--- src/rtl/cpu_seq_ctrl.sv ---
// Multi-cycle instruction sequencer: walks each instruction through
// FETCH/DECODE/EXEC/MEM/WB, drives datapath strobes, watches memory waits.
module cpu_seq_ctrl #(
    parameter int CNT_WIDTH   = 16,
    parameter int TIMEOUT_CYC = 64,
    parameter int TO_WIDTH    = 7
) (
    input  logic                 i_clk,
    input  logic                 i_rst_n,
    input  logic                 i_start,
    input  logic                 i_imem_valid,
    input  logic                 i_dmem_valid,
    input  logic                 i_dec_illegal,
    input  logic                 i_dec_halt,
    input  logic                 i_dec_load,
    input  logic                 i_dec_store,
    input  logic                 i_dec_rd_we,
    input  logic                 i_br_taken,
    output logic                 o_pc_en,
    output logic                 o_pc_sel,
    output logic                 o_imem_req,
    output logic                 o_ir_en,
    output logic                 o_dmem_req,
    output logic                 o_dmem_we,
    output logic                 o_rf_we,
    output logic                 o_done,
    output logic [1:0]           o_status,
    output logic [CNT_WIDTH-1:0] o_retire_cnt
);

    // state    | meaning
    // ---------+-----------------------------------------------
    // S_IDLE   | waiting for i_start
    // S_FETCH  | instruction request outstanding
    // S_DECODE | latch decoder flags, catch halt/illegal
    // S_EXEC   | latch branch decision
    // S_MEM    | data request outstanding (load or store)
    // S_WB     | PC update, RF write, retire
    // S_HALT   | normal end of program (terminal)
    // S_IERR   | illegal instruction (terminal)
    // S_TERR   | memory wait timeout (terminal)
    typedef enum logic [3:0] {
        S_IDLE, S_FETCH, S_DECODE, S_EXEC, S_MEM, S_WB, S_HALT, S_IERR, S_TERR
    } state_t;

    localparam logic [TO_WIDTH-1:0] WAIT_LAST = TO_WIDTH'(TIMEOUT_CYC - 1);

    state_t                state;
    logic [TO_WIDTH-1:0]   wait_cnt;
    logic                  lat_load;
    logic                  lat_store;
    logic                  lat_rd_we;
    logic                  lat_br;
    logic [CNT_WIDTH-1:0]  retire_cnt;

    always_ff @(posedge i_clk or negedge i_rst_n) begin
        if (!i_rst_n) begin
            state      <= S_IDLE;
            wait_cnt   <= '0;
            lat_load   <= 1'b0;
            lat_store  <= 1'b0;
            lat_rd_we  <= 1'b0;
            lat_br     <= 1'b0;
            retire_cnt <= '0;
        end else begin
            case (state)
                S_IDLE: begin
                    if (i_start) state <= S_FETCH;
                end
                S_FETCH: begin
                    // valid on the final allowed wait cycle still wins
                    if (i_imem_valid) begin
                        state    <= S_DECODE;
                        wait_cnt <= '0;
                    end else if (wait_cnt == WAIT_LAST) begin
                        state    <= S_TERR;
                        wait_cnt <= '0;
                    end else begin
                        wait_cnt <= wait_cnt + TO_WIDTH'(1);
                    end
                end
                S_DECODE: begin
                    lat_load  <= i_dec_load;
                    lat_store <= i_dec_store;
                    lat_rd_we <= i_dec_rd_we;
                    if (i_dec_illegal)   state <= S_IERR;
                    else if (i_dec_halt) state <= S_HALT;
                    else                 state <= S_EXEC;
                end
                S_EXEC: begin
                    lat_br <= i_br_taken;
                    state  <= (lat_load || lat_store) ? S_MEM : S_WB;
                end
                S_MEM: begin
                    if (i_dmem_valid) begin
                        state    <= S_WB;
                        wait_cnt <= '0;
                    end else if (wait_cnt == WAIT_LAST) begin
                        state    <= S_TERR;
                        wait_cnt <= '0;
                    end else begin
                        wait_cnt <= wait_cnt + TO_WIDTH'(1);
                    end
                end
                S_WB: begin
                    if (retire_cnt != '1) retire_cnt <= retire_cnt + CNT_WIDTH'(1);
                    state <= S_FETCH;
                end
                default: state <= state;
            endcase
        end
    end

    // Decoded straight from state so requests drop the moment reset asserts.
    assign o_imem_req   = (state == S_FETCH);
    assign o_ir_en      = (state == S_FETCH) && i_imem_valid;
    assign o_dmem_req   = (state == S_MEM);
    assign o_dmem_we    = (state == S_MEM) && lat_store;
    assign o_pc_en      = (state == S_WB);
    assign o_pc_sel     = (state == S_WB) && lat_br;
    assign o_rf_we      = (state == S_WB) && lat_rd_we;
    assign o_done       = (state == S_HALT) || (state == S_IERR) || (state == S_TERR);
    assign o_retire_cnt = retire_cnt;

    always_comb begin
        o_status = 2'b00;
        case (state)
            S_HALT:  o_status = 2'b01;
            S_IERR:  o_status = 2'b10;
            S_TERR:  o_status = 2'b11;
            default: o_status = 2'b00;
        endcase
    end

endmodule

--- config.mk ---
export PLATFORM = sky130hd
export DESIGN_NAME = cpu_seq_ctrl
export DESIGN_NICKNAME = d
export VERILOG_FILES = /design/src/rtl/cpu_seq_ctrl.sv
export SDC_FILE = /design/constraint.sdc
export NUM_CORES = 1
export LEC_CHECK = 0
export CAP_MARGIN = 40
export CORE_UTILIZATION = 54
export DETAILED_ROUTE_END_ITERATION = 7
export HOLD_SLACK_MARGIN = 0.12
export PLACE_DENSITY_LB_ADDON = 0.12
export SLEW_MARGIN = 0
export SYNTH_ARGS = -nofsm -noshare
export SYNTH_HDL_FRONTEND = slang
export SYNTH_SLANG_ARGS = --single-unit
export TNS_END_PERCENT = 20
--- constraint.sdc ---
create_clock -name i_clk -period 4.48 [get_ports i_clk]
set_input_delay 0.672 -clock i_clk [delete_from_list [all_inputs] [get_ports i_clk]]
set_output_delay 0.672 -clock i_clk [all_outputs]
set_load 0.05 [all_outputs]
==> results.yml, run 1 <==
floorplan:
  num_rows: 19
  die_h_um: 57.4
  fp.dieW_um: 57.4
  initial_core_util: 0.586
  die_area_um2: 3300
  ios: 37
  core-area_um2: 2830
drt:
  drtIter0Drc: 68
  vias_per_cell: 5.91
  vias: 1437
  ant_nets: 0
  dr.pass1.iters: 6
  drt-total-wl_um: 3810
  wl_per_cell_um: 15.7
  drc: 3
power_and_ir_drop:
  power_density_nw_per_um2: 252
  switching_share: 0.213
  internal-power_w: 0.000424
  p_clk_frac: 0.427
  switchingPower_w: 0.000114
  p_seq_frac: 0.523
  p_leak_nw: 0.962
  pwr-share-comb: 0.050
  p_total_w: 0.000538
  peakVddDrop_mv: 0.244
logic_synthesis:
  synthFlopType: "dfrtp_1"
  synth_edf_count: 0
  synth_area_um2: 1660
  ys_seq_area_frac: 0.468
  ys_ff_latch: 31
  avgSynthCellArea_um2: 9.65
  yosys_warnings: 0
  ys_async_sr_fraction: 1.00
  syn-num-nets: 185
  synthCells: 172
  synth_cell_types: 41
clocking:
  clk_path_buf_depth: 2
  numCtsBuffers: 5
  cts_tree: "yes"
  clock_sinks: 31
  cts_resized: 0
  hold_buffers: 0
  cts_htree_levels: 2
  cts_setup_buffers: 0
  clk_latency_ns: 0.33
  root_buffer: "clkbuf_4"
  clk_pin_slew_ns: 0.10
outcome:
  outcome: "finished, violations left"
  violations: "DRC"
sta:
  finalHoldViolations: 0
  max-slew-margin-rel: 0.610
  setup_violations: 0
  worstMarginPinSlew_ns: 0.569
  drv_slew: 0
  grt_setup_unrepaired: "false"
  min_period_ns: 3.15
  period_share: 0.703
  fmax_mhz: 317
  fin_worst_skew_ns: 0.0130
  final.setup.tns_ns: 0
hold_path:
  hp-class: "flip-flop to flip-flop"
  whs_path_depth: 1
layout:
  nets: 224
  area_growth_pct: 28.5
  diodes: 0
  drive_above_1_share: 0.104
  stdcell_count: 243
critical_path:
  required_ns: 3.81
  end_kind: "primary output"
  reg2reg_depth: 4
  path_class: "flip-flop to primary output"
  path_max_fanout: 14
  arrival_ns: 2.48
  worstSetupStartpointType: "flip-flop"
global_route:
  grt_pass1_wl_um: 6560
  grt_max_degree: 32
  antenna_found_initial: 0
  grt-ovfl-total: 0
  track_usage: 0.265
  grt_pass1_vias: 1390
placement:
  io_buffers: 36
  gp_congestion: 0.977
  dp_hpwl_um: 2770
  place_inst: 235
job:
  drv_cap: 0
per-stage QoR:
| stage | utilization | worst slack, ns | hold WS (ns) | area, µm² |
|---|---|---|---|---|
| floorplan | - | 0.924 | 0.376 | 1660 |
| global placement | 0.723 | 1.69 | 0.481 | 2050 |
| detailed placement | 0.723 | 1.67 | 0.490 | 2050 |
| CTS | 0.754 | 1.30 | 0.512 | 2130 |
| global route | 0.754 | 1.16 | 0.525 | 2130 |
| finish | 0.754 | 1.33 | 0.506 | 2130 |
cell families (layout without fill, tap and decap cells):
family,Yosys count,count (layout),synth area share
mux,9,9,0.0596
fa+ha+maj,2,2,0.0151
xor+xnor,14,14,0.0739
buf+inv,13,53,0.0302
flops,31,31,0.468
simple gates,78,78,0.255
compound gates,25,25,0.0988
synthesized netlist by cell type, drive strengths merged (2+ instances only):
| library cell | n | area (µm²) |
|---|---|---|
| dfrtp | 31 | 776 |
| nand2 | 18 | 67.6 |
| nor2 | 15 | 56.3 |
| xor2 | 11 | 96.3 |
| nand3 | 10 | 50.1 |
| o21ai | 9 | 45.0 |
| inv | 8 | 30.0 |
| nor3 | 8 | 50.1 |
| mux2 | 7 | 78.8 |
| a21oi | 4 | 20.0 |
| clkbuf | 4 | 15.0 |
| nand2b | 4 | 25.0 |
| nor4 | 4 | 31.3 |
| and2 | 3 | 18.8 |
| nand4 | 3 | 25.0 |
| nor4b | 3 | 26.3 |
| or3 | 3 | 18.8 |
| xnor2 | 3 | 26.3 |
| and3 | 2 | 12.5 |
| ha | 2 | 25.0 |
| mux2i | 2 | 20.0 |
| nor2b | 2 | 12.5 |
| o22ai | 2 | 12.5 |
power groups by stage:
stage | clock [W] | combinational, W | sequential [W]
floorplan | 0 | 0.00000916 | 0.000286
global placement | 0 | 0.0000262 | 0.000287
detailed placement | 0 | 0.0000273 | 0.000287
CTS | 0.000235 | 0.0000275 | 0.000282
global route | 0.000245 | 0.0000292 | 0.000282
finish | 0.000230 | 0.0000270 | 0.000282
layout make-up:
cell class / instances / area, µm²
sequential: 31 / 776
clock inverter: 2 / 35.0
timing repair buffer: 37 / 368
fill: 217 / 697
clock buffer: 6 / 51.3
tap: 31 / 38.8
multi-input combinational: 128 / 833
inverter: 8 / 30.0
layer usage:
metal / routed length [µm] / vias up / part of all wire / global-route usage
li1: - / 688 / - / -
met4: 30 / 0 / 0.0079 / 0.0871
met1: 1550 / 697 / 0.41 / 0.328
met2: 2040 / 48 / 0.54 / 0.453
met5: 0 / - / 0 / 0
met3: 181 / 4 / 0.048 / 0.0658
critical path, stage by stage, from the launching register on:
cell             delay [ns]
dfrtp_1                0.61
nor4b_1                0.54
and2_1                 0.21
clkdlybuf4s50_1        0.79
final timing paths:
path,start,to,slack [ns]
min in group asynchronous,i_rst_n,o_retire_cnt[14]$_DFFE_PN0P_,0.73
worst min-delay path,lat_rd_we$_DFFE_PN0P_,lat_rd_we$_DFFE_PN0P_,0.51
worst max-delay path,state[2]$_DFFE_PN0P_,o_dmem_we,1.33
worst min register to register,lat_rd_we$_DFFE_PN0P_,lat_rd_we$_DFFE_PN0P_,0.51
max in group asynchronous,i_rst_n,state[1]$_DFFE_PN0P_,3.46
worst max register to register,state[2]$_DFFE_PN0P_,o_retire_cnt[15]$_DFFE_PN0P_,2.23
state kept, by name (all words and copies together) (netlist names):
name          count
wait_cnt          7
o_retire_cnt     16
lat_store         1
lat_br            1
lat_rd_we         1
lat_load          1
state             4
cells in the final DEF (no fill, tap or decap), drive strengths merged:
cell type      synthesis  routed
a2111oi                1       1
a21boi                 1       1
a21oi                  4       4
a221oi                 1       1
a22oi                  1       1
a311oi                 1       1
a31oi                  1       1
and2                   3       3
and3                   2       2
buf                    1       1
bufinv                 0       1
clkbuf                 4       6
clkdlybuf4s50          0      36
clkinv                 0       1
dfrtp                 31      31
ha                     2       2
inv                    8       8
mux2                   7       7
mux2i                  2       2
nand2                 18      18
nand2b                 4       4
nand3                 10      10
nand4                  3       3
nand4bb                1       1
nor2                  15      15
nor2b                  2       2
nor3                   8       8
nor4                   4       4
nor4b                  3       3
o21ai                  9       9
o21bai                 1       1
o22ai                  2       2
o31ai                  1       1
o32ai                  1       1
o41ai                  1       1
or2                    1       1
or3                    3       3
or4                    1       1
xnor2                  3       3
xor2                  11      11
Note: power is estimated with default switching activity, not from simulation.
==> run 2, diff against run 1 <==
- CORE_UTILIZATION: 54 -> 45
- clock period: 4.48 -> 2.65 ns (I/O delays scaled with it)
==> results.yml, run 2 (synthesis results as in run 1) <==
critical_path:
  end_kind: "primary output"
  path_max_fanout: 12
  worstSetupStartpointType: "flip-flop"
  path_class: "flip-flop to primary output"
  arrival_ns: 2.07
  slowest_delay_ns: 0.81
  crit_slowest_cell: "clkdlybuf4s50_1"
  required_ns: 2.25
  cp_cell_sequence: "nor2b_1 > and3_1 > clkdlybuf4s50_1"
  reg2reg_depth: 4
layout:
  diodes: 0
  multi_input_area_um2: 840
  layout_commonest_cell: "dfrtp_1"
  design_area_um2: 2160
  area_growth_pct: 30.2
  nets: 225
  seqCellArea_um2: 776
  drive_above_1_share: 0.122
  fill_cells: 287
  largest_register_ff_count: 16
  utilization: 0.627
  final_cell_mix: "31 x dfrtp_1, 28 x clkdlybuf4s50_1, 18 x nand2_1"
global_route:
  grt_max_degree: 32
  grt_pass1_wl_um: 5910
  grt_pass1_vias: 1365
  antenna_found_initial: 0
  track_usage: 0.193
  grt-ovfl-total: 0
drt:
  dr.pass1.iters: 4
  drt-total-wl_um: 3460
  vias_per_cell: 5.49
  vias: 1422
  ant_nets: 0
  wl_per_cell_um: 13.3
  drc: 0
  drtIter0Drc: 93
clocking:
  clk_pin_slew_ns: 0.06
  clock_sinks: 31
  cts_htree_levels: 2
  numCtsBuffers: 5
  clk_latency_ns: 0.28
  clk_path_buf_depth: 2
  root_buffer: "clkbuf_8"
  cts_tree: "yes"
  cts_setup_buffers: 0
sta:
  worstMarginPinSlew_ns: 0.568
  final.setup.tns_ns: 0
  min_period_ns: 2.47
  drv_slew: 0
  max-slew-margin-rel: 0.618
  fin_worst_skew_ns: 0.00590
  finalHoldViolations: 0
  grt_setup_unrepaired: "false"
  fmax_mhz: 405
  period_share: 0.932
  setup_violations: 0
power_and_ir_drop:
  power_density_nw_per_um2: 402
  peakVddDrop_mv: 0.299
  p_leak_nw: 1.01
  p_total_w: 0.000867
floorplan:
  die_area_um2: 3930
  initial_core_util: 0.482
  ios: 37
  fp.dieW_um: 62.7
  num_rows: 21
  core-area_um2: 3440
  die_h_um: 62.7
job:
  drv_cap: 0
placement:
  io_buffers: 36
  gp_congestion: 0.803
  dp_hpwl_um: 2490
  dpl_cell_area_um2: 2070
hold_path:
  hp-class: "flip-flop to flip-flop"
  whs_path_depth: 1
outcome:
  outcome: "finished clean"
[run 2: cell count changes in the layout (fill, tap and decap cells not counted), sizes merged]
cell           previous run  this run
clkdlybuf4s50            36        28
bufinv                    1         0
dlymetal6s2s              0         4
clkbuf                    6         7
buf                       1         6
[run 2: path summary, 6_finish.rpt]
kind / startpoint / to / slack [ns]
max: state[0]$_DFFE_PN0P_ / o_ir_en / 0.18
max reg2reg: state[1]$_DFFE_PN0P_ / o_retire_cnt[15]$_DFFE_PN0P_ / 0.58
min reg2reg: o_retire_cnt[8]$_DFFE_PN0P_ / o_retire_cnt[8]$_DFFE_PN0P_ / 0.49
min in group asynchronous: i_rst_n / o_retire_cnt[13]$_DFFE_PN0P_ / 0.52
max in group asynchronous: i_rst_n / lat_br$_DFFE_PN0P_ / 1.85
min: o_retire_cnt[8]$_DFFE_PN0P_ / o_retire_cnt[8]$_DFFE_PN0P_ / 0.49
[run 2: through the flow]
stage / setup WS (ns) / instances / hold WS [ns]
2_1_floorplan: 0.202 / 172 / 0.102
3_3_place_gp: 0.405 / 251 / 0.481
3_5_place_dp: 0.359 / 251 / 0.488
4_1_cts: 0.0354 / 259 / 0.496
5_1_grt: 0.0824 / 259 / 0.528
6_report: 0.180 / 259 / 0.491
[run 2: metal layers]
layer,GRT usage,share of wire,vias to the layer above
met4,0.0698,0.011,0
li1,-,-,691
met1,0.251,0.46,671
met2,0.307,0.47,54
met3,0.0511,0.049,6
met5,0,0,-
[run 2: repair_timing]
action	4_1_cts	5_1_grt
hold endpoints to repair	0	0
hold buffers	0	0
endpoints found under the setup margin	0	4
resized for setup	0	4
[run 2: where the power goes]
part / switching [W] / internal [W]
Sequential: 0.00000280 / 0.000474
Clock: 0.000162 / 0.000184
Combinational: 0.0000242 / 0.0000199
[run 2: worst max-delay path, delay by kind of cell, from the launching register on]
kind	cells	cell delay, ns
buf+inv	1	0.81
flops	1	0.58
simple gates	2	0.41
[run 2: cell type report]
class / count / share of cell area
Tap cell: 46 / 0.0267
Multi-Input combinational cell: 128 / 0.389
Clock inverter: 1 / 0.00232
Clock buffer: 7 / 0.0353
Timing Repair Buffer: 38 / 0.174
Inverter: 8 / 0.0139
Sequential cell: 31 / 0.359
